--- src/rtl/fp_pkg.sv ---
// Shared floating-point alignment definitions.
// Holds datapath widths, the shift saturation limit, the denormalizer
// state enum and a helper that clamps a requested shift amount.
package fp_pkg;

    localparam int MANT_W    = 24;                // mantissa incl. hidden bit
    localparam int EXP_W     = 8;                 // exponent / shift-amount width
    localparam int GRS_W     = 3;                 // guard, round, sticky
    localparam int SHIFT_SAT = 27;                // shifting further only feeds sticky
    localparam int W_W       = MANT_W + GRS_W;    // working register width
    localparam int CNT_W     = 5;                 // holds 0..SHIFT_SAT

    typedef enum logic [1:0] {
        IDLE,
        SHIFT,
        DONE
    } state_t;

    // Beyond SHIFT_SAT every mantissa bit has already collapsed into sticky,
    // so larger requests behave identically to SHIFT_SAT.
    function automatic logic [CNT_W-1:0] sat_shift(input logic [EXP_W-1:0] shamt);
        if (shamt >= EXP_W'(SHIFT_SAT)) begin
            return CNT_W'(SHIFT_SAT);
        end
        return shamt[CNT_W-1:0];
    endfunction

endpackage

--- src/rtl/denormal.sv ---
// denormal: right-aligns a mantissa by SHAMT bit positions, one position
// per clock, folding shifted-out bits into a sticky bit, and adds SHAMT
// to the exponent.
//
// Ports:
//   CLK        rising-edge clock
//   RST        asynchronous active-high reset
//   IN_VALID   operand offered          IN_READY   block can accept operand
//   IN         mantissa, hidden bit [23]
//   SHAMT      right-shift amount       EXPIN      operand exponent
//   OUT_VALID  result available         OUT_READY  consumer accepts result
//   OUT        aligned mantissa         GRS        {guard, round, sticky}
//   EXPOUT     (EXPIN+SHAMT) mod 256    EXPOF      carry of EXPIN+SHAMT
//   ZEROFLAG   accepted IN was zero
module denormal
    import fp_pkg::*;
(
    input  logic              CLK,
    input  logic              RST,
    input  logic              IN_VALID,
    output logic              IN_READY,
    input  logic [MANT_W-1:0] IN,
    input  logic [EXP_W-1:0]  SHAMT,
    input  logic [EXP_W-1:0]  EXPIN,
    output logic              OUT_VALID,
    input  logic              OUT_READY,
    output logic [MANT_W-1:0] OUT,
    output logic [GRS_W-1:0]  GRS,
    output logic [EXP_W-1:0]  EXPOUT,
    output logic              EXPOF,
    output logic              ZEROFLAG
);

    state_t           state;
    state_t           state_nx;
    logic [W_W-1:0]   w;        // {mantissa, G, R, S} working register
    logic [CNT_W-1:0] cnt;      // shifts still to perform
    logic [EXP_W:0]   sum;      // 9-bit exponent sum incl. carry
    logic             zero_q;
    logic             accept;

    // State register.
    // NOTE: sequential state uses non-blocking assignments so every register
    // samples pre-edge values regardless of block evaluation order.
    always_ff @(posedge CLK or posedge RST) begin
        if (RST) begin
            state <= IDLE;
        end else begin
            state <= state_nx;
        end
    end

    // Next-state and handshake decode.
    // NOTE: every output of this block is given a default first, so no path
    // leaves one unassigned and no latch is inferred.
    always_comb begin
        state_nx  = state;
        IN_READY  = 1'b0;
        OUT_VALID = 1'b0;
        case (state)
            IDLE: begin
                IN_READY = 1'b1;
                if (IN_VALID) begin
                    // A zero shift needs no SHIFT cycles at all.
                    state_nx = (SHAMT == '0) ? DONE : SHIFT;
                end
            end
            SHIFT: begin
                // The last shift is performed on the same edge that enters DONE.
                if (cnt == CNT_W'(1)) begin
                    state_nx = DONE;
                end
            end
            DONE: begin
                OUT_VALID = 1'b1;
                if (OUT_READY) begin
                    state_nx = IDLE;
                end
            end
            default: state_nx = IDLE;
        endcase
    end

    assign accept = IN_READY & IN_VALID;

    // Datapath: operand capture, sticky shift and down-counter. Inputs are
    // only sampled on accept, so they are free to change at any other time.
    always_ff @(posedge CLK or posedge RST) begin
        if (RST) begin
            w      <= '0;
            cnt    <= '0;
            sum    <= '0;
            zero_q <= 1'b0;
        end else if (accept) begin
            w      <= {IN, {GRS_W{1'b0}}};
            cnt    <= sat_shift(SHAMT);
            sum    <= {1'b0, EXPIN} + {1'b0, SHAMT};
            zero_q <= (IN == '0);
        end else if (state == SHIFT) begin
            // Bit 0 keeps the OR of everything that ever passed through it.
            w   <= {1'b0, w[W_W-1:2], w[1] | w[0]};
            cnt <= cnt - CNT_W'(1);
        end
    end

    assign OUT      = w[W_W-1:GRS_W];
    assign GRS      = w[GRS_W-1:0];
    assign EXPOUT   = sum[EXP_W-1:0];
    assign EXPOF    = sum[EXP_W];
    assign ZEROFLAG = zero_q;

endmodule

--- config.mk ---
export PLATFORM = sky130hd
export DESIGN_NAME = denormal
export DESIGN_NICKNAME = d
export VERILOG_FILES = /design/src/rtl/fp_pkg.sv /design/src/rtl/denormal.sv
export SDC_FILE = /design/constraint.sdc
export NUM_CORES = 1
export LEC_CHECK = 0
export ABC_CLOCK_PERIOD_IN_PS = 1550
export CORE_MARGIN = 4
export CORE_UTILIZATION = 40
export CTS_CLUSTER_DIAMETER = 50
export CTS_CLUSTER_SIZE = 28
export DETAILED_ROUTE_END_ITERATION = 10
export PLACE_DENSITY = 0.86
export SLEW_MARGIN = 25
export SYNTH_ARGS = -nofsm -noshare
export SYNTH_HDL_FRONTEND = slang
export SYNTH_SLANG_ARGS = --single-unit
--- constraint.sdc ---
create_clock -name CLK -period 1.55 [get_ports CLK]
set_clock_uncertainty 0.1 [all_clocks]
set_input_delay 0.3875 -clock CLK [delete_from_list [all_inputs] [get_ports CLK]]
set_output_delay 0.3875 -clock CLK [all_outputs]
set_load 0.05 [all_outputs]
### Word-level counts from Yosys, hierarchy flattened

Cells that the tools add are included.

* register bits: 44
* bits in latches: 0
* memory bits (writable): 0
* ROM bits: 0
* input port bits: 44
* output and inout port bits: 39
* word-level logic and storage cells: 36
* memories: 0

* add/sub/neg operators: 2
* multipliers: 0
* div/mod/pow operators: 0
* magnitude comparators: 1
* equal/unequal tests: 6
* shift operators: 0
* multiplexer cells: 15
* bitwise logic cells: 2
* reduce and logical (&&, ||, !) cells: 5

Operators with widths (count)
* 27-bit 2-to-1 mux: 2
* 24-bit logical NOT: 1
* 5-bit 2-to-1 mux: 4
* 8-bit by 8-bit adder with 9-bit output: 1
* 8-bit by 5-bit greater-or-equal comparator with 1-bit output (second input constant): 1
* 8-bit logical NOT: 1
* 2-bit 2-to-1 mux: 4
* 2-bit inequality test (second input constant): 3
* 2-bit case mux with 3 select lines: 1
* 5-bit by 1-bit == test with 1-bit output (second input constant): 1
* 5-bit by 1-bit subtractor with 5-bit output (second input constant): 1
* 1-bit 2-to-1 mux: 4
* 3-bit AND reduction: 1
* 2-bit by 1-bit == test with 1-bit output (second input constant): 1
* 2-bit == test (second input constant): 1
* 2-bit logical NOT: 1
* 2-bit nonzero test: 1
* 1-bit bitwise AND: 1
* 1-bit bitwise OR: 1

### Depth between registers and ports, before layout

Gate-level depths: netlist of run 1.

* word-level depth: 6
* depth in mapped cells: 6
* depth with buffers taken out: 6

### Worst setup path before layout of run 1

No wires, ideal clock.

* path kind: input port to flip-flop
* start point: input SHAMT[0]
* end point: register sum[8]
* library setup time: 0.136 ns
* data arrival time: 1.752 ns
* required time: 1.314 ns
* setup slack: -0.438 ns
* stages on the path: 6
* path buffers: 0
* cell sequence: ha_1 fa_1 a21oi_1 o211ai_1 a2111oi_0 nor3_1

* longest elaborated chain between the ends: 1

RTL lines
* start, declared: RTL line denormal.sv:23 `input logic [EXP_W-1:0] SHAMT,`
* 8-bit by 8-bit adder with 9-bit output: RTL line denormal.sv:97 `sum <= {1'b0, EXPIN} + {1'b0, SHAMT};`
* end signal, assigned: RTL line denormal.sv:97
* end, declared: RTL line denormal.sv:38 `logic [EXP_W:0] sum;`

No other way between the ends.
A chain may end at the register's enable or synchronous reset.

### Final worst setup path of run 1

* start point: register cnt[0]
* end point: register cnt[2]

* longest elaborated chain between the ends: 3

RTL lines
* start, declared: RTL line denormal.sv:37 `logic [CNT_W-1:0] cnt;`
* start signal, assigned: RTL line denormal.sv:96 `cnt <= sat_shift(SHAMT);`
* start signal, assigned: RTL line denormal.sv:102 `cnt <= cnt - CNT_W'(1);`
* 5-bit by 1-bit subtractor with 5-bit output: RTL line denormal.sv:102
* 5-bit 2-to-1 mux: RTL line denormal.sv:99 `end else if (state == SHIFT) begin`
* 5-bit 2-to-1 mux: RTL line denormal.sv:94 `end else if (accept) begin`

No other way between the ends. The select of a mux whose other input is x is not followed.

==> results of run 1 <==
## registers in the layout (all words and copies together) (netlist names)
name	cells
cnt	5
w	27
state	2
sum	9
ZEROFLAG	1
## where the power goes
part           switching (mW)  total [mW]  internal [mW]
sequential              0.765        2.44           1.67
combinational            3.64        6.89           3.25
clock                   0.407       0.730          0.323
## final cells by class
| cell class | count | area share |
|---|---|---|
| repair buffers | 156 | 0.4083 |
| multi-input cells | 191 | 0.3166 |
| flip-flops and latches | 44 | 0.2318 |
| well taps | 72 | 0.01897 |
| clock buffers | 7 | 0.01607 |
| inverters | 8 | 0.006322 |
| clock inverters | 1 | 0.001844 |
## placed cells by master, fill, tap and decap left out, types with 3 or more instances in the layout
cell              n
clkbuf_8          5
buf_12           43
nor2b_4           3
buf_4            48
a211oi_1          3
buf_8             3
clkdlybuf4s50_1  24
nor3_1            3
nand2_1          61
ha_4              7
dfrtp_1          44
xnor2_1           4
nand3_2           3
ha_1              3
inv_1             7
nor2_1            6
dlymetal6s2s_1    4
nor4_4            3
buf_6            21
o21ai_1           5
a22oi_1          23
nor4_1            3
o21ai_2           3
a21oi_2           4
a21oi_1           3
nand2_2           8
dlygate4sd2_1     8
## routing by layer
layer	vias up	share of wire	track usage
li1	1222	-	-
met4	0	0.065	0.1199
met3	80	0.092	0.04514
met1	1449	0.37	0.3145
met2	297	0.47	0.4426
met5	-	0	0
## metrics by stage
stage	setup slack, ps	power [mW]
2_1_floorplan	-275.1	4.926
3_3_place_gp	-855.9	7.754
3_5_place_dp	-982.2	7.907
4_1_cts	-186.0	8.945
5_1_grt	-191.3	10.35
6_report	-238.8	10.06
## timing repair
| item | CTS | global route |
|---|---|---|
| setup buffers | 10 | 9 |
| cloned | 0 | 4 |
| resized for setup | 72 | 66 |
| setup endpoints to repair | 46 | 39 |
| pin swaps | 22 | 33 |
## worst max-delay path: stages, from the launching register on
cell and delay [ps]:
dfrtp_1 460, inv_1 110, ha_1 290, inv_1 110, a21oi_1 160, nor2_1 80, a311oi_1 340
## logic make-up after synthesis
family | after synthesis | share of synthesized area
compound gates | 65 | 0.1950
buf+inv | 20 | 0.03813
xor+xnor | 5 | 0.01880
simple gates | 110 | 0.2132
flops | 44 | 0.4726
fa+ha+maj | 11 | 0.06230
## worst paths after layout
check / start / to / slack, ps / depth (start not counted)
min: RST / w[15]$_DFFE_PP0P_ / 240 / 2
min reg2reg: w[10]$_DFFE_PP0P_ / w[10]$_DFFE_PP0P_ / 460 / 2
max reg2reg: cnt[0]$_DFFE_PP0P_ / cnt[2]$_DFFE_PP0P_ / -240 / 6
max: cnt[0]$_DFFE_PP0P_ / cnt[2]$_DFFE_PP0P_ / -240 / 6
max in group asynchronous: RST / w[2]$_DFFE_PP0P_ / 680 / 3
min in group CLK: IN[21] / w[24]$_DFFE_PP0P_ / 350 / 3
==> impl_metrics.tcl, run 1 <==
set metrics [dict create \
    status "finished, violations left" \
    violations "negative setup slack" \
    io_buffers 82 \
    grt_max_degree 27 \
    crit_fanout 4 \
    yosysWarnings 0 \
    grt_setup_unrepaired "true" \
    crit_required_ps 1610 \
    syn_area_sq_um 2330 \
    rows 27 \
    grt_first_pass_wirelength_microns 14630 \
    ctsHoldBuffers 0 \
    layout.cells.non_filler 479 \
    drc_errors 0 \
    num_antenna_cells 0 \
    cts_max_level 2 \
    viasPerCell 6.363 \
    synth_seq_area_share 0.4726 \
    cts_buffer_depth 2 \
    min_period_ps 1789 \
    synth-seq-cells 44 \
    hold_viol 0 \
    cp-start-kind "flop" \
    p_leak_nw 2.158 \
    ys_types 41 \
    wire_per_inst_microns 24.38 \
    yosysMostFrequentCell "nand2_1" \
    setup_tns_ps -1719 \
    fmax_ghz 0.5590 \
    setup_ws_ps -238.8 \
    clock_sinks 44 \
    clk_latency_ps 300 \
    crit_arrival_ps 1850 \
    drv_cap 0 \
    fillers 238 \
    synth_fp_nets 310 \
    critPathCaptureType "flop" \
    vias 3048 \
    ant_nets 0 \
    root_buffer "clkbuf_8" \
    dieHeight_microns 84.32 \
    drive_gt1_frac 0.4423 \
    ys.flop_type "dfrtp_1" \
    grtUsageTotal 0.2580 \
    numCtsBuffers 5 \
    dieWidth_microns 84.32 \
    dr.pass1.iters 7 \
    grt_pass1_vias 2876 \
    antenna_found_initial 0 \
    overflow 0 \
    fin_util 0.8521 \
    ff_latch_area_sq_um 1101 \
    synth-edff-count 0 \
    multiInputGateArea_sq_um 1504 \
    netlist.area_leader.share 0.4726 \
    hold_slack_ps 236.2 \
    min_path_type "in2async" \
    synth.top_cells.by_area "dfrtp_1 (47%), nand2_1 (11%), a22oi_1 (7.4%)" \
    placedCellCount 448 \
    wirelength_microns 11680 \
    path_class "reg2reg" \
    placed_area_sq_um 4013 \
    ios 83 \
    synth.avg_cell_area_sq_um 9.136 \
    clk_pin_slew_ps 90 \
    area_delta_synth_final_pct 103.9 \
    peakVddDrop_mv 1.669 \
    drv_slew 0 \
    async_flop_share 1.000 \
    synth_top_area_cell "dfrtp_1" \
    cts_tree "yes" \
    coreArea_sq_um 5574 \
    netlist_top_cells_count "nand2_1 (69), dfrtp_1 (44), a22oi_1 (23), o21ai_0 (11), ha_1 (10)" \
    finalNetCount 461 \
    final-setup-viol-count 26 \
    synth_cells 255 \
    drt_iter0_drc 313 \
    post-route-cell-area_sq_um 4750 \
    relSlewSlack 0.7330 \
    dp_hpwl_microns 5866 \
    pwr_density_cell_nw_per_um2 2118 \
    routabilityCongestion 0.8458 \
    tightest_slew_ps 396.8 \
    start_util 0.4180 \
    period_share 1.154 \
    fp.dieArea_sq_um 7109 \
]
Note: power is estimated with default switching activity, not from simulation.
==> inputs of run 2 (changes only) <==
--- a/config.mk
+++ b/config.mk
@@ -11,6 +11,7 @@
 export CTS_CLUSTER_DIAMETER = 50
 export CTS_CLUSTER_SIZE = 28
 export DETAILED_ROUTE_END_ITERATION = 10
+export HOLD_SLACK_MARGIN = 0.1
 export PLACE_DENSITY = 0.86
 export SLEW_MARGIN = 25
 export SYNTH_ARGS = -nofsm -noshare
==> results of run 2 <==
The final DEF is identical to that of run 1; final timing and power are the same.
